$ cat src/rtl/calc_pkg.sv
// Shared types and constants for the calculator control path: state and operator
// encodings plus the display-select codes driven by calc_sequencer.
package calc_pkg;

  localparam int STATE_W = 3;
  localparam int OP_W    = 2;
  localparam int DISP_W  = 2;

  typedef enum logic [STATE_W-1:0] {
    ST_A      = 3'd0,
    ST_OP     = 3'd1,
    ST_B      = 3'd2,
    ST_EXEC   = 3'd3,
    ST_RESULT = 3'd4,
    ST_ERR    = 3'd5
  } calc_state_t;

  typedef enum logic [OP_W-1:0] {
    OP_ADD = 2'b00,
    OP_SUB = 2'b01,
    OP_MUL = 2'b10,
    OP_DIV = 2'b11
  } calc_op_t;

  localparam logic [DISP_W-1:0] DISP_SW  = 2'b00;
  localparam logic [DISP_W-1:0] DISP_RES = 2'b01;
  localparam logic [DISP_W-1:0] DISP_ERR = 2'b10;

  // The result view is selected as soon as EXEC is entered, so it shows the stale result until done.
  function automatic logic [DISP_W-1:0] disp_for(calc_state_t s);
    logic [DISP_W-1:0] d;
    case (s)
      ST_EXEC, ST_RESULT: d = DISP_RES;
      ST_ERR:             d = DISP_ERR;
      default:            d = DISP_SW;
    endcase
    return d;
  endfunction

endpackage

$ cat src/rtl/calc_sequencer_if.sv
// Bundle between the sequencer and its datapath: operator switches, ALU handshake,
// operand load controls and display/status outputs.
interface calc_sequencer_if;
  import calc_pkg::*;

  logic [OP_W-1:0]    op_in;
  logic               alu_done;
  logic               alu_err;
  logic               en_a;
  logic               a_src;
  logic               en_b;
  logic [OP_W-1:0]    op_code;
  logic               alu_start;
  logic [DISP_W-1:0]  disp_sel;
  logic [STATE_W-1:0] state_o;
  logic               busy;

  modport master (
    input  op_in, alu_done, alu_err,
    output en_a, a_src, en_b, op_code, alu_start, disp_sel, state_o, busy
  );

  modport slave (
    output op_in, alu_done, alu_err,
    input  en_a, a_src, en_b, op_code, alu_start, disp_sel, state_o, busy
  );

endinterface

$ cat src/rtl/btn_conditioner.sv
// Raw pushbutton to one-cycle press pulse: two-flop synchroniser, consecutive-sample
// debounce, and a pulse on an accepted 0->1 change of the debounced level.
module btn_conditioner #(
  parameter int DB_CYCLES = 500000
) (
  input  logic clk,
  input  logic reset,
  input  logic btn,
  output logic press
);

  localparam int CW = (DB_CYCLES > 1) ? $clog2(DB_CYCLES) : 1;
  localparam logic [CW-1:0] CNT_LAST = CW'(DB_CYCLES - 1);

  logic          sync1;
  logic          sync2;
  logic          level;
  logic [CW-1:0] cnt;

  // Counter tracks how many samples in a row disagreed with the accepted level.
  always_ff @(posedge clk or posedge reset) begin
    if (reset) begin
      sync1 <= 1'b0;
      sync2 <= 1'b0;
      level <= 1'b0;
      cnt   <= '0;
      press <= 1'b0;
    end else begin
      sync1 <= btn;
      sync2 <= sync1;
      press <= 1'b0;
      if (sync2 != level) begin
        if (cnt == CNT_LAST) begin
          level <= sync2;
          cnt   <= '0;
          press <= sync2;
        end else begin
          cnt <= cnt + CW'(1);
        end
      end else begin
        cnt <= '0;
      end
    end
  end

endmodule

$ cat src/rtl/calc_sequencer.sv
// Calculator entry FSM: A, operator, B, execute, result/error. Drives operand loads,
// operator latch, ALU start/done handshake with timeout, and the display selector.
module calc_sequencer
  import calc_pkg::*;
#(
  parameter int DB_CYCLES = 500000,
  parameter int TIMEOUT   = 1024
) (
  input  logic                  clk,
  input  logic                  reset,
  input  logic                  enter_btn,
  input  logic                  clear_btn,
  calc_sequencer_if.master      bus
);

  localparam int TW = (TIMEOUT > 1) ? $clog2(TIMEOUT) : 1;
  localparam logic [TW-1:0] TO_LAST = TW'(TIMEOUT - 1);

  logic            enter_press;
  logic            clear_press;
  calc_state_t     state;
  calc_state_t     nxt_state;
  logic [TW-1:0]   cnt;
  logic [TW-1:0]   nxt_cnt;
  logic            nxt_en_a;
  logic            nxt_a_src;
  logic            nxt_en_b;
  logic            nxt_start;
  logic [OP_W-1:0] nxt_op;

  btn_conditioner #(.DB_CYCLES(DB_CYCLES)) u_enter (
    .clk   (clk),
    .reset (reset),
    .btn   (enter_btn),
    .press (enter_press)
  );

  btn_conditioner #(.DB_CYCLES(DB_CYCLES)) u_clear (
    .clk   (clk),
    .reset (reset),
    .btn   (clear_btn),
    .press (clear_press)
  );

  // Next-state and next-output decode; clear overrides every enter-driven transition.
  always_comb begin
    nxt_state = state;
    nxt_cnt   = cnt;
    nxt_en_a  = 1'b0;
    nxt_en_b  = 1'b0;
    nxt_start = 1'b0;
    nxt_a_src = bus.a_src;
    nxt_op    = bus.op_code;
    if (clear_press) begin
      nxt_state = ST_A;
    end else begin
      case (state)
        ST_A: begin
          if (enter_press) begin
            nxt_state = ST_OP;
            nxt_en_a  = 1'b1;
            nxt_a_src = 1'b0;
          end else begin
            nxt_state = ST_A;
          end
        end
        ST_OP: begin
          if (enter_press) begin
            nxt_state = ST_B;
            nxt_op    = bus.op_in;
          end else begin
            nxt_state = ST_OP;
          end
        end
        ST_B: begin
          if (enter_press) begin
            nxt_state = ST_EXEC;
            nxt_en_b  = 1'b1;
            nxt_start = 1'b1;
            nxt_cnt   = '0;
          end else begin
            nxt_state = ST_B;
          end
        end
        ST_EXEC: begin
          // A done arriving on the timeout cycle still counts as success.
          if (bus.alu_done) begin
            nxt_state = bus.alu_err ? ST_ERR : ST_RESULT;
          end else if (cnt == TO_LAST) begin
            nxt_state = ST_ERR;
          end else begin
            nxt_cnt = cnt + TW'(1);
          end
        end
        ST_RESULT: begin
          if (enter_press) begin
            nxt_state = ST_OP;
            nxt_en_a  = 1'b1;
            nxt_a_src = 1'b1;
          end else begin
            nxt_state = ST_RESULT;
          end
        end
        ST_ERR: begin
          if (enter_press) begin
            nxt_state = ST_A;
          end else begin
            nxt_state = ST_ERR;
          end
        end
        default: nxt_state = ST_A;
      endcase
    end
  end

  // State, counter and every output registered together so pulses line up with state changes.
  always_ff @(posedge clk or posedge reset) begin
    if (reset) begin
      state         <= ST_A;
      cnt           <= '0;
      bus.en_a      <= 1'b0;
      bus.a_src     <= 1'b0;
      bus.en_b      <= 1'b0;
      bus.op_code   <= 2'b00;
      bus.alu_start <= 1'b0;
      bus.disp_sel  <= DISP_SW;
      bus.busy      <= 1'b0;
    end else begin
      state         <= nxt_state;
      cnt           <= nxt_cnt;
      bus.en_a      <= nxt_en_a;
      bus.a_src     <= nxt_a_src;
      bus.en_b      <= nxt_en_b;
      bus.op_code   <= nxt_op;
      bus.alu_start <= nxt_start;
      bus.disp_sel  <= disp_for(nxt_state);
      bus.busy      <= (nxt_state == ST_EXEC);
    end
  end

  assign bus.state_o = state;

endmodule

$ cat src/flat_wrapper.sv
// flat-port wrapper written by rule: the top's interface ports become plain ports
module calc_sequencer_flat import calc_pkg::*;
#(
  parameter int DB_CYCLES = 500000,
  parameter int TIMEOUT   = 1024
)
  (clk, reset, enter_btn, clear_btn, bus_op_in, bus_alu_done, bus_alu_err, bus_en_a, bus_a_src, bus_en_b, bus_op_code, bus_alu_start, bus_disp_sel, bus_state_o, bus_busy);
  calc_sequencer_if bus_i ();
  input  logic clk;
  input  logic reset;
  input  logic enter_btn;
  input  logic clear_btn;
  input wire logic [$bits(bus_i.op_in)-1:0] bus_op_in;
  input wire logic [$bits(bus_i.alu_done)-1:0] bus_alu_done;
  input wire logic [$bits(bus_i.alu_err)-1:0] bus_alu_err;
  output wire logic [$bits(bus_i.en_a)-1:0] bus_en_a;
  output wire logic [$bits(bus_i.a_src)-1:0] bus_a_src;
  output wire logic [$bits(bus_i.en_b)-1:0] bus_en_b;
  output wire logic [$bits(bus_i.op_code)-1:0] bus_op_code;
  output wire logic [$bits(bus_i.alu_start)-1:0] bus_alu_start;
  output wire logic [$bits(bus_i.disp_sel)-1:0] bus_disp_sel;
  output wire logic [$bits(bus_i.state_o)-1:0] bus_state_o;
  output wire logic [$bits(bus_i.busy)-1:0] bus_busy;
  assign bus_i.op_in = bus_op_in;
  assign bus_i.alu_done = bus_alu_done;
  assign bus_i.alu_err = bus_alu_err;
  assign bus_en_a = bus_i.en_a;
  assign bus_a_src = bus_i.a_src;
  assign bus_en_b = bus_i.en_b;
  assign bus_op_code = bus_i.op_code;
  assign bus_alu_start = bus_i.alu_start;
  assign bus_disp_sel = bus_i.disp_sel;
  assign bus_state_o = bus_i.state_o;
  assign bus_busy = bus_i.busy;
  calc_sequencer #(.DB_CYCLES(DB_CYCLES), .TIMEOUT(TIMEOUT)) u_core (.clk(clk), .reset(reset), .enter_btn(enter_btn), .clear_btn(clear_btn), .bus(bus_i));
endmodule
$ cat config.mk
export PLATFORM = sky130hd
export DESIGN_NAME = calc_sequencer_flat
export DESIGN_NICKNAME = d
export VERILOG_FILES = /design/src/rtl/calc_pkg.sv /design/src/rtl/calc_sequencer_if.sv /design/src/rtl/btn_conditioner.sv /design/src/rtl/calc_sequencer.sv /design/src/flat_wrapper.sv
export SDC_FILE = /design/constraint.sdc
export NUM_CORES = 1
export LEC_CHECK = 0
export ABC_AREA = 1
export CORE_ASPECT_RATIO = 0.7
export CORE_MARGIN = 2
export CORE_UTILIZATION = 25
export DETAILED_ROUTE_END_ITERATION = 7
export MAX_ROUTING_LAYER = met4
export PLACE_DENSITY = 0.41
export SETUP_SLACK_MARGIN = 0.2
export SYNTH_ARGS = -nofsm -noshare
export SYNTH_HDL_FRONTEND = slang
export SYNTH_HIERARCHICAL = 1
export SYNTH_SLANG_ARGS = --single-unit
$ cat constraint.sdc
create_clock -name clk -period 1.5 [get_ports clk]
set_input_delay 0.375 -clock clk [delete_from_list [all_inputs] [get_ports clk]]
set_output_delay 0.375 -clock clk [all_outputs]
set_load 0.02 [all_outputs]
==> impl_metrics.json, run 1 <==
{
  "status": "finished, final reports clean",
  "fin_worst_skew_ns": 0.00639,
  "drtIter0Drc": 134,
  "required_ns": 1.12,
  "ys_types": 35,
  "syn-cell-area_sq_mm": 0.00382,
  "synth_top_cell_by_area": "dfrtp_1",
  "synth_edf_count": 0,
  "tightestPinTransition_ns": 0.365,
  "ctsHoldBuffers": 0,
  "synth_flop_cell": "dfrtp_1",
  "p_clk_share_pct": 47.9,
  "drt-total-wl_mm": 9.07,
  "layout-drive-gt1-share_pct": 42.4,
  "relSlewSlack_pct": 75.6,
  "rows": 37,
  "yosysWarnings": 6,
  "setup_violations": 0,
  "seqPwrFrac_pct": 44.1,
  "numCtsBuffers": 9,
  "area_delta_synth_final_pct": 38.4,
  "drtPass1Iterations": 6,
  "synth_commonest_cells": "nand2_1 (90), nor2_1 (72), dfrtp_1 (67), inv_1 (58), nand3_1 (35)",
  "p_sw_share_pct": 23.8,
  "post-place-cells": 691,
  "grt_usage_pct": 12.3,
  "vias_per_cell": 4.28,
  "die_w_um": 152,
  "core-area_sq_mm": 0.0148,
  "timing.fmax_ghz": 0.720,
  "cpLargestDelayFamily": "flip-flops",
  "final_hold_viol_count": 0,
  "antenna_left": 0,
  "p_int_mw": 3.29,
  "ir_worst_vdd_mv": 0.577,
  "drv_cap": 0,
  "power_frac_comb_pct": 7.9,
  "grt_max_degree": 24,
  "arrival_ns": 1.01,
  "worst_path_largest_cell_delay_ns": 0.44,
  "async_flop_share_pct": 100,
  "cts.sink_count": 67,
  "crit_fanout": 5,
  "synth.most_common_cell": "nand2_1",
  "fillCellCount": 1497,
  "cts_root_buffer": "clkbuf_16",
  "cts_max_level": 3,
  "hpwl_mm": 6.50,
  "avgSynthCellArea_sq_um": 8.21,
  "clk_pin_slew_worst_paths_ns": 0.06,
  "rsz0062_at_grt": "yes",
  "start_kind": "flop",
  "io_pins": 20,
  "maxSlewViolCount": 0,
  "yosys_register_bits": 67,
  "cpMostUsedCell": "buf_6",
  "power.density_mw_per_mm2": 817,
  "num_vias": 3148,
  "power_mw": 4.32,
  "worst-setup-path-type": "reg -> out",
  "drc_errors": 0,
  "clkLatencyLatePin_ns": 0.33,
  "antenna_found_initial": 0,
  "p_switching_mw": 1.03,
  "slowest_stage": "dfrtp_2",
  "dieArea_sq_mm": 0.0163,
  "grt_pass1_vias": 2996,
  "synth_nets": 476,
  "crit_chain": "buf_6, buf_6",
  "hp-class": "in -> async",
  "final_cells": 735,
  "endpoint_kind": "primary output",
  "io_buffers": 19,
  "leakage_nw": 2.25,
  "synthCells": 465,
  "cts_buffer_depth": 2,
  "period_needed_ns": 1.39,
  "gr-total-overflow": 0,
  "floorplan.initialDensity_pct": 25.8,
  "yosys-top-cells-area": "dfrtp_1 (44%), nand2_1 (8.8%), nor2_1 (7.1%), inv_1 (5.7%), nand3_1 (4.6%)",
  "cts_tree": "done",
  "die_y_um": 107,
  "post-route-period-util_pct": 92.6,
  "worst-path-buf-inv": 2,
  "wl_per_cell_um": 12.3,
  "grt_pass1_wl_mm": 15.1,
  "finalWeightedCongestion": 0.828,
  "synth_top_area_share_pct": 43.9,
  "seq_area_frac_synth_pct": 43.9,
  "antenna-diode-count": 0,
  "final_nets": 546
}
## through the flow
| step | util, % | setup TNS, ns | cell area [sq um] | worst slack [ns] | hold slack, ns |
|---|---|---|---|---|---|
| 3_3_place_gp | 29.6 | -0.845 | 4390 | -0.0915 | 0.338 |
| 6_report | 35.7 | 0 | 5290 | 0.110 | 0.288 |
| 3_5_place_dp | 29.6 | -0.734 | 4390 | -0.0843 | 0.335 |
| 5_1_grt | 35.7 | 0 | 5290 | 0.0469 | 0.310 |
| 4_1_cts | 32.5 | 0 | 4820 | 0.102 | 0.282 |
| 2_1_floorplan | - | 0 | 3830 | 0.172 | 0.331 |
## final cells by class
| class | instances | area [sq um] | area share (%) |
|---|---|---|---|
| Multi-Input combinational cell | 329 | 2240 | 42.3 |
| Sequential cell | 67 | 1690 | 32.0 |
| Timing Repair Buffer | 64 | 576 | 10.9 |
| Tap cell | 195 | 244 | 4.62 |
| Inverter | 64 | 240 | 4.54 |
| Clock buffer | 10 | 229 | 4.33 |
| Clock inverter | 6 | 65.1 | 1.23 |
## what timing repair did
item,in CTS,in global routing
resized for setup,86,83
setup buffers,6,22
gates cloned,0,0
endpoints found under the hold margin,0,0
endpoints found under the setup margin,49,56
pin swaps,11,36
## final timing paths
path,startpoint,end,slack [ns],cells past startpoint
min reg2reg,u_core/u_enter/sync1,u_core/u_enter/sync2,0.35,0
min,reset,u_core/u_clear/press,0.29,2
max in group asynchronous,reset,u_core/bus.state_o[2],0.80,3
min in group clk,u_core/u_enter/sync1,u_core/u_enter/sync2,0.35,0
max,u_core/bus.state_o[1],bus_state_o[1],0.11,2
max reg2reg,u_core/cnt[0],u_core/cnt[2],0.12,8
## worst reg2reg max path, delay by kind of cell, from the launching register on
family | cells | cell delay, ns
compound gates | 1 | 0.05
fa+ha+maj | 1 | 0.18
buf+inv | 1 | 0.15
flops | 1 | 0.41
simple gates | 5 | 0.53
## registers in the layout, indices dropped and copies added (netlist names), 2 cells and up
name / flops
u_core/bus.disp_sel: 2
u_core/bus.op_code: 2
u_core/bus.state_o: 3
u_core/cnt: 10
u_core/u_clear/cnt: 19
u_core/u_enter/cnt: 19
## power by group through the flow
stage | registers [mW] | clock network (mW) | logic, mW
final | 1.91 | 2.07 | 0.343
after global routing | 1.91 | 2.25 | 0.383
after CTS | 1.90 | 2.14 | 0.303
after detailed placement | 1.92 | 0 | 0.286
after global placement | 1.92 | 0 | 0.286
after floorplan | 1.94 | 0 | 0.133
## layer usage
layer	track usage, %	routed length, um	vias to the layer above
li1	-	-	1598
met5	-	0	-
met3	3.52	417	8
met2	16.4	3730	53
met1	18.2	4840	1489
met4	2.78	85	0
## cell usage in the layout (no fill, tap or decap), drive strengths merged
cell type | Yosys | final
nand2 | 107 | 107
nor2 | 102 | 102
dfrtp | 67 | 67
inv | 64 | 65
buf | 5 | 57
nand3 | 41 | 41
o21ai | 18 | 18
nand4 | 12 | 12
xor2 | 12 | 12
clkbuf | 0 | 10
a21oi | 8 | 8
clkdlybuf4s50 | 0 | 7
xnor2 | 5 | 5
nor3 | 5 | 5
nor3b | 4 | 4
ha | 3 | 3
clkinv | 0 | 3
or2 | 2 | 2
o21bai | 2 | 2
o21a | 2 | 2
mux2 | 2 | 2
o22ai | 2 | 2
clkinvlp | 0 | 1
bufinv | 0 | 1
nand3b | 1 | 1
a31oi | 1 | 1
## logic make-up after synthesis
logic type,after synthesis,synth area share (%)
AND/OR/NAND/NOR,274,36.8
buffers and inverters,69,7.63
flip-flops,67,43.9
AO/OA/AOI/OAI,33,5.76
XOR/XNOR,17,4.29
adder cells (fa/ha/maj),3,0.983
multiplexers,2,0.590
Power figures use the tool's default switching activity.
==> inputs of run 2 (changes only) <==
--- a/config.mk
+++ b/config.mk
@@ -12,6 +12,7 @@
 export DETAILED_ROUTE_END_ITERATION = 7
 export MAX_ROUTING_LAYER = met4
 export PLACE_DENSITY = 0.41
+export RECOVER_POWER = 25
 export SETUP_SLACK_MARGIN = 0.2
 export SYNTH_ARGS = -nofsm -noshare
 export SYNTH_HDL_FRONTEND = slang
==> impl_metrics.json, run 2 (synthesis gave the netlist of run 1 again) <==
{
  "drv_cap": 0,
  "crit_fanout": 5,
  "reg2reg_from": "u_core/cnt[0]",
  "top_layer": "met4",
  "layout-drive-gt1-share_pct": 42.4,
  "start_kind": "flop",
  "io_pins": 20,
  "vias_per_cell": 4.29,
  "final_nets": 546,
  "cts_buffer_depth": 2,
  "cts_tree": "done",
  "finalWeightedCongestion": 0.828,
  "worst-setup-path-type": "reg -> out",
  "critPathLaunch": "u_core/bus.state_o[1]",
  "drtIter0Drc": 126,
  "post-route-period-util_pct": 92.7,
  "antenna_left": 0,
  "maxSlewViolCount": 0,
  "leakage_nw": 2.24,
  "worst_path_largest_cell_delay_ns": 0.44,
  "place_area_sq_mm": 0.00439,
  "tightestPinTransition_ns": 0.598,
  "wl_met3_um": 470,
  "ctsHoldBuffers": 0,
  "core-area_sq_mm": 0.0148,
  "grt_max_degree": 24,
  "hp-class": "reg -> reg",
  "cts_max_level": 3,
  "numCtsBuffers": 9,
  "required_ns": 1.12,
  "drt-total-wl_mm": 9.06,
  "arrival_ns": 1.02,
  "power.density_mw_per_mm2": 819,
  "floorplan.initialDensity_pct": 25.8,
  "gr-total-overflow": 0,
  "io_buffers": 19,
  "rows": 37,
  "hpwl_mm": 6.50,
  "die_y_um": 107,
  "r2r_slack_ns": 0.12,
  "cpMostUsedCell": "buf_6",
  "drtPass1Iterations": 7,
  "antenna-diode-count": 0,
  "period_needed_ns": 1.39,
  "drc_errors": 0,
  "top_regs": "u_core/u_clear/cnt x19, u_core/u_enter/cnt x19, u_core/cnt x10",
  "rsz0062_at_grt": "yes",
  "min_from": "u_core/u_enter/sync1",
  "final_cell_mix": "nand2_1 (70), nor2_1 (55), inv_1 (53), dfrtp_1 (53), buf_4 (34)",
  "wl_met1_mm": 4.79,
  "status": "finished, final reports clean",
  "place_worst_setup_slack_ns": -0.0843,
  "relSlewSlack_pct": 60.1,
  "dieArea_sq_mm": 0.0163,
  "cts.sink_count": 67,
  "die_w_um": 152,
  "fin_tns_setup_ns": 0,
  "grt_pass1_vias": 2996,
  "grt_pass1_wl_mm": 15.1,
  "crit_chain": "buf_6, buf_6",
  "fin_ws_ns": 0.110,
  "cts_root_buffer": "clkbuf_16",
  "fin_worst_skew_ns": 0.00587,
  "ir_worst_vdd_mv": 0.575,
  "wl_per_cell_um": 12.3,
  "timing.fmax_ghz": 0.719,
  "setup_violations": 0,
  "final_hold_viol_count": 0,
  "postLayoutCellArea_sq_mm": 0.00526,
  "grt_usage_pct": 12.3,
  "slowest_stage": "dfrtp_2",
  "route.met2.wl_mm": 3.72,
  "endpoint_kind": "primary output",
  "num_vias": 3153,
  "clkLatencyLatePin_ns": 0.33,
  "area_delta_synth_final_pct": 37.6,
  "clk_pin_slew_worst_paths_ns": 0.06,
  "antenna_found_initial": 0,
  "layout_commonest_cell": "nand2_1"
}
run 2: changes by cell type in the layout (fill, tap and decap cells not counted):
| cell | delta |
|---|---|
| buf_12 | -2 |
| clkbuf_2 | +2 |
| clkdlybuf4s50_1 | -3 |
| dlygate4sd3_1 | +3 |
run 2: metrics by stage:
step	hold WS, ns	cells	total power [mW]	utilization (%)
finish	0.347	735	4.30	35.5
global route	0.358	735	4.53	35.5
CTS	0.282	713	4.34	32.5
detailed placement	0.335	691	2.21	29.6
global placement	0.338	691	2.21	29.6
floorplan	0.331	465	2.07	-
run 2: layout make-up:
cell class              instances  area [sq um]
clock buffers                  10           229
clock inverters                 6          65.1
fillers                      1500          9560
inverters                      64           240
multi-input cells             329          2240
flip-flops and latches         67          1690
well taps                     195           244
repair buffers                 64           546
run 2: final timing paths:
path	endpoint	depth (start not counted)
max in group asynchronous	u_core/u_clear/cnt[13]	3
worst max register to register	u_core/cnt[2]	8
worst max-delay path	bus_state_o[1]	2
worst min register to register	u_core/u_enter/sync2	0
worst min-delay path	u_core/u_enter/sync2	0
min in group asynchronous	u_core/u_clear/press	2
run 2: report_power, final:
group | leakage, nW | internal, mW | switching (mW)
clock network | 0.143 | 1.29 | 0.779
registers | 0.889 | 1.85 | 0.0533
logic | 1.21 | 0.141 | 0.190
total | 2.24 | 3.28 | 1.02
run 2: routing by layer:
metal | track usage (%) | up-vias
met4 | 2.78 | 0
met5 | - | -
li1 | - | 1598
met1 | 18.2 | 1490
met2 | 16.4 | 57
met3 | 3.52 | 8
run 2: critical path: cells and delay by family, from the launching register on:
kind                   cells  cell delay, ns
buffers and inverters      2            0.25
DFF                        1            0.44
run 2: repair_timing:
item,in CTS,in global routing
resized for setup,86,83
pin swaps,11,36
buffers inserted,6,22
endpoints found under the setup margin,49,56
==> inputs of run 3 (changes only) <==
--- a/config.mk
+++ b/config.mk
@@ -5,7 +5,6 @@
 export SDC_FILE = /design/constraint.sdc
 export NUM_CORES = 1
 export LEC_CHECK = 0
-export ABC_AREA = 1
 export CORE_ASPECT_RATIO = 0.7
 export CORE_MARGIN = 2
 export CORE_UTILIZATION = 25
==> constraint.sdc (replaced) <==
create_clock -name clk -period 1.3 [get_ports clk]
set_input_delay 0.325 -clock clk [delete_from_list [all_inputs] [get_ports clk]]
set_output_delay 0.325 -clock clk [all_outputs]
set_load 0.02 [all_outputs]
==> impl_metrics.json, run 3 <==
{
  "status": "finished with violations",
  "violations": "setup timing",
  "required_ns": 1.56,
  "top_regs": "u_core/u_clear/cnt x19, u_core/u_enter/cnt x19, u_core/cnt x10",
  "yosysWarnings": 6,
  "synth_nets": 328,
  "cts.sink_count": 67,
  "drt-total-wl_mm": 9.11,
  "area_delta_synth_final_pct": 71.7,
  "setup_violations": 61,
  "synth.most_common_cell": "dfrtp_1",
  "utilization_pct": 43.7,
  "worst-path-buf-inv": 0,
  "arrival_ns": 2.16,
  "drtIter0Drc": 115,
  "antenna_left": 0,
  "yosys_register_bits": 67,
  "yosys-top-cells-area": "dfrtp_1 (50%), xnor2_1 (7.1%), nor2_1 (5.9%), nand3_1 (2.6%), nand4_4 (2.6%)",
  "worst_path_largest_cell_delay_ns": 0.43,
  "synthCells": 317,
  "fin_ws_ns": -0.596,
  "die_w_um": 142,
  "synth_top_area_share_pct": 50.4,
  "clkLatencyLatePin_ns": 0.33,
  "post-route-period-util_pct": 146,
  "hp-class": "reg -> reg",
  "rows": 35,
  "synth_edf_count": 0,
  "seq_area_frac_synth_pct": 50.4,
  "crit_fanout": 6,
  "gr-total-overflow": 0,
  "final_hold_viol_count": 0,
  "slowest_stage": "or4_4",
  "grt_pass1_wl_mm": 15.3,
  "maxSlewViolCount": 0,
  "relSlewSlack_pct": 61.7,
  "rsz0062_at_grt": "yes",
  "power.density_mw_per_mm2": 835,
  "layout_commonest_cell": "buf_4",
  "cts_root_buffer": "clkbuf_16",
  "final_nets": 498,
  "place_area_sq_mm": 0.00468,
  "fin_tns_setup_ns": -21.25,
  "period_needed_ns": 1.90,
  "async_flop_share_pct": 100,
  "hold_ws_ns": 0.346,
  "place_worst_setup_slack_ns": -0.678,
  "layout-drive-gt1-share_pct": 55.3,
  "numCtsBuffers": 9,
  "post-place-cells": 611,
  "cts_tree": "done",
  "vias_per_cell": 4.45,
  "timing.fmax_ghz": 0.528,
  "final_cells": 658,
  "drtPass1Iterations": 6,
  "die_y_um": 101,
  "antenna_found_initial": 0,
  "tightestPinTransition_ns": 0.575,
  "grt_pass1_vias": 3025,
  "power_mw": 4.78,
  "cpLargestDelayFamily": "simple AND/OR/NAND/NOR gates",
  "cts_max_level": 3,
  "postLayoutCellArea_sq_mm": 0.00572,
  "crit_chain": "ha_2, and3_4, nor4b_4, or3_4, or4_4, a21oi_2",
  "ys_types": 48,
  "syn-cell-area_sq_mm": 0.00333,
  "endpoint_kind": "flop",
  "ir_worst_vdd_mv": 0.652,
  "dieArea_sq_mm": 0.0143,
  "io_buffers": 19,
  "io_pins": 20,
  "start_kind": "flop",
  "final_cell_mix": "buf_4 (103), dfrtp_1 (63), buf_6 (48)",
  "core-area_sq_mm": 0.0131,
  "hpwl_mm": 6.13,
  "floorplan.initialDensity_pct": 25.4,
  "cts_buffer_depth": 2,
  "antenna-diode-count": 0,
  "grt_usage_pct": 14.2,
  "drv_cap": 0,
  "num_vias": 2931,
  "clk_pin_slew_worst_paths_ns": 0.06,
  "worst-setup-path-type": "reg -> reg",
  "fin_worst_skew_ns": 0.00817,
  "grt_max_degree": 24,
  "wl_per_cell_um": 13.9,
  "avgSynthCellArea_sq_um": 10.5,
  "synth_flop_cell": "dfrtp_1",
  "synth_commonest_cells": "dfrtp_1 (67), nor2_1 (52), xnor2_1 (27), nand2_1 (18), nand3_1 (17)",
  "finalWeightedCongestion": 0.814,
  "drc_errors": 0,
  "synth_top_cell_by_area": "dfrtp_1",
  "leakage_nw": 2.48
}
==> run 3: worst register-to-register path, cell delays in order (launching register included) <==
cell	delay (ns)
dfrtp_1	0.38
ha_2	0.19
and3_4	0.17
nor4b_4	0.13
or3_4	0.40
or4_4	0.43
a21oi_2	0.13
==> run 3: cell type report <==
cell class	instances	area, sq um
repair buffers	164	1490
clock inverters	5	35.0
clock buffers	11	253
flip-flops and latches	67	1680
multi-input cells	230	1990
fillers	1233	7380
well taps	166	208
inverters	15	57.6
==> run 3: routing by layer <==
metal | up-vias | GRT usage, % | share of wire [%]
met4 | 0 | 4.15 | 0.93
met3 | 8 | 3.75 | 2.6
met2 | 35 | 19.8 | 44
met5 | - | - | 0
li1 | 1459 | - | -
met1 | 1429 | 20.0 | 53
==> run 3: final timing paths <==
| check | start | to | slack, ns | cells past startpoint |
|---|---|---|---|---|
| max | u_core/cnt[1] | u_core/cnt[9] | -0.60 | 6 |
| min reg2reg | u_core/u_clear/sync1 | u_core/u_clear/sync2 | 0.35 | 0 |
| min | u_core/u_clear/sync1 | u_core/u_clear/sync2 | 0.35 | 0 |
| max reg2reg | u_core/cnt[1] | u_core/cnt[9] | -0.60 | 6 |
| min in group asynchronous | reset | u_core/u_clear/cnt[15] | 0.55 | 3 |
| max in group asynchronous | reset | u_core/bus.state_o[1] | 0.22 | 3 |
==> run 3: kinds of logic (layout without fill, tap and decap cells) <==
family	after synthesis	after routing	synth area share, %
multiplexers	7	7	2.29
buffers and inverters	20	195	2.63
AO/OA/AOI/OAI	33	33	6.54
flip-flops	67	67	50.4
XOR/XNOR	32	32	8.42
adder cells (fa/ha/maj)	3	3	1.13
AND/OR/NAND/NOR	155	155	28.6
==> run 3: repair_timing <==
action / in CTS / in global routing
endpoints found under the setup margin: 75 / 75
hold buffers: 0 / 0
pin swaps: 34 / 10
gates cloned: 1 / 0
gates resized for setup: 147 / 47
buffers inserted: 16 / 14
==> run 3: power by group <==
group	switching, mW	internal, mW	leakage [nW]
registers	0.0188	2.11	0.905
clock network	0.954	1.40	0.142
logic	0.145	0.148	1.43
total	1.12	3.66	2.48
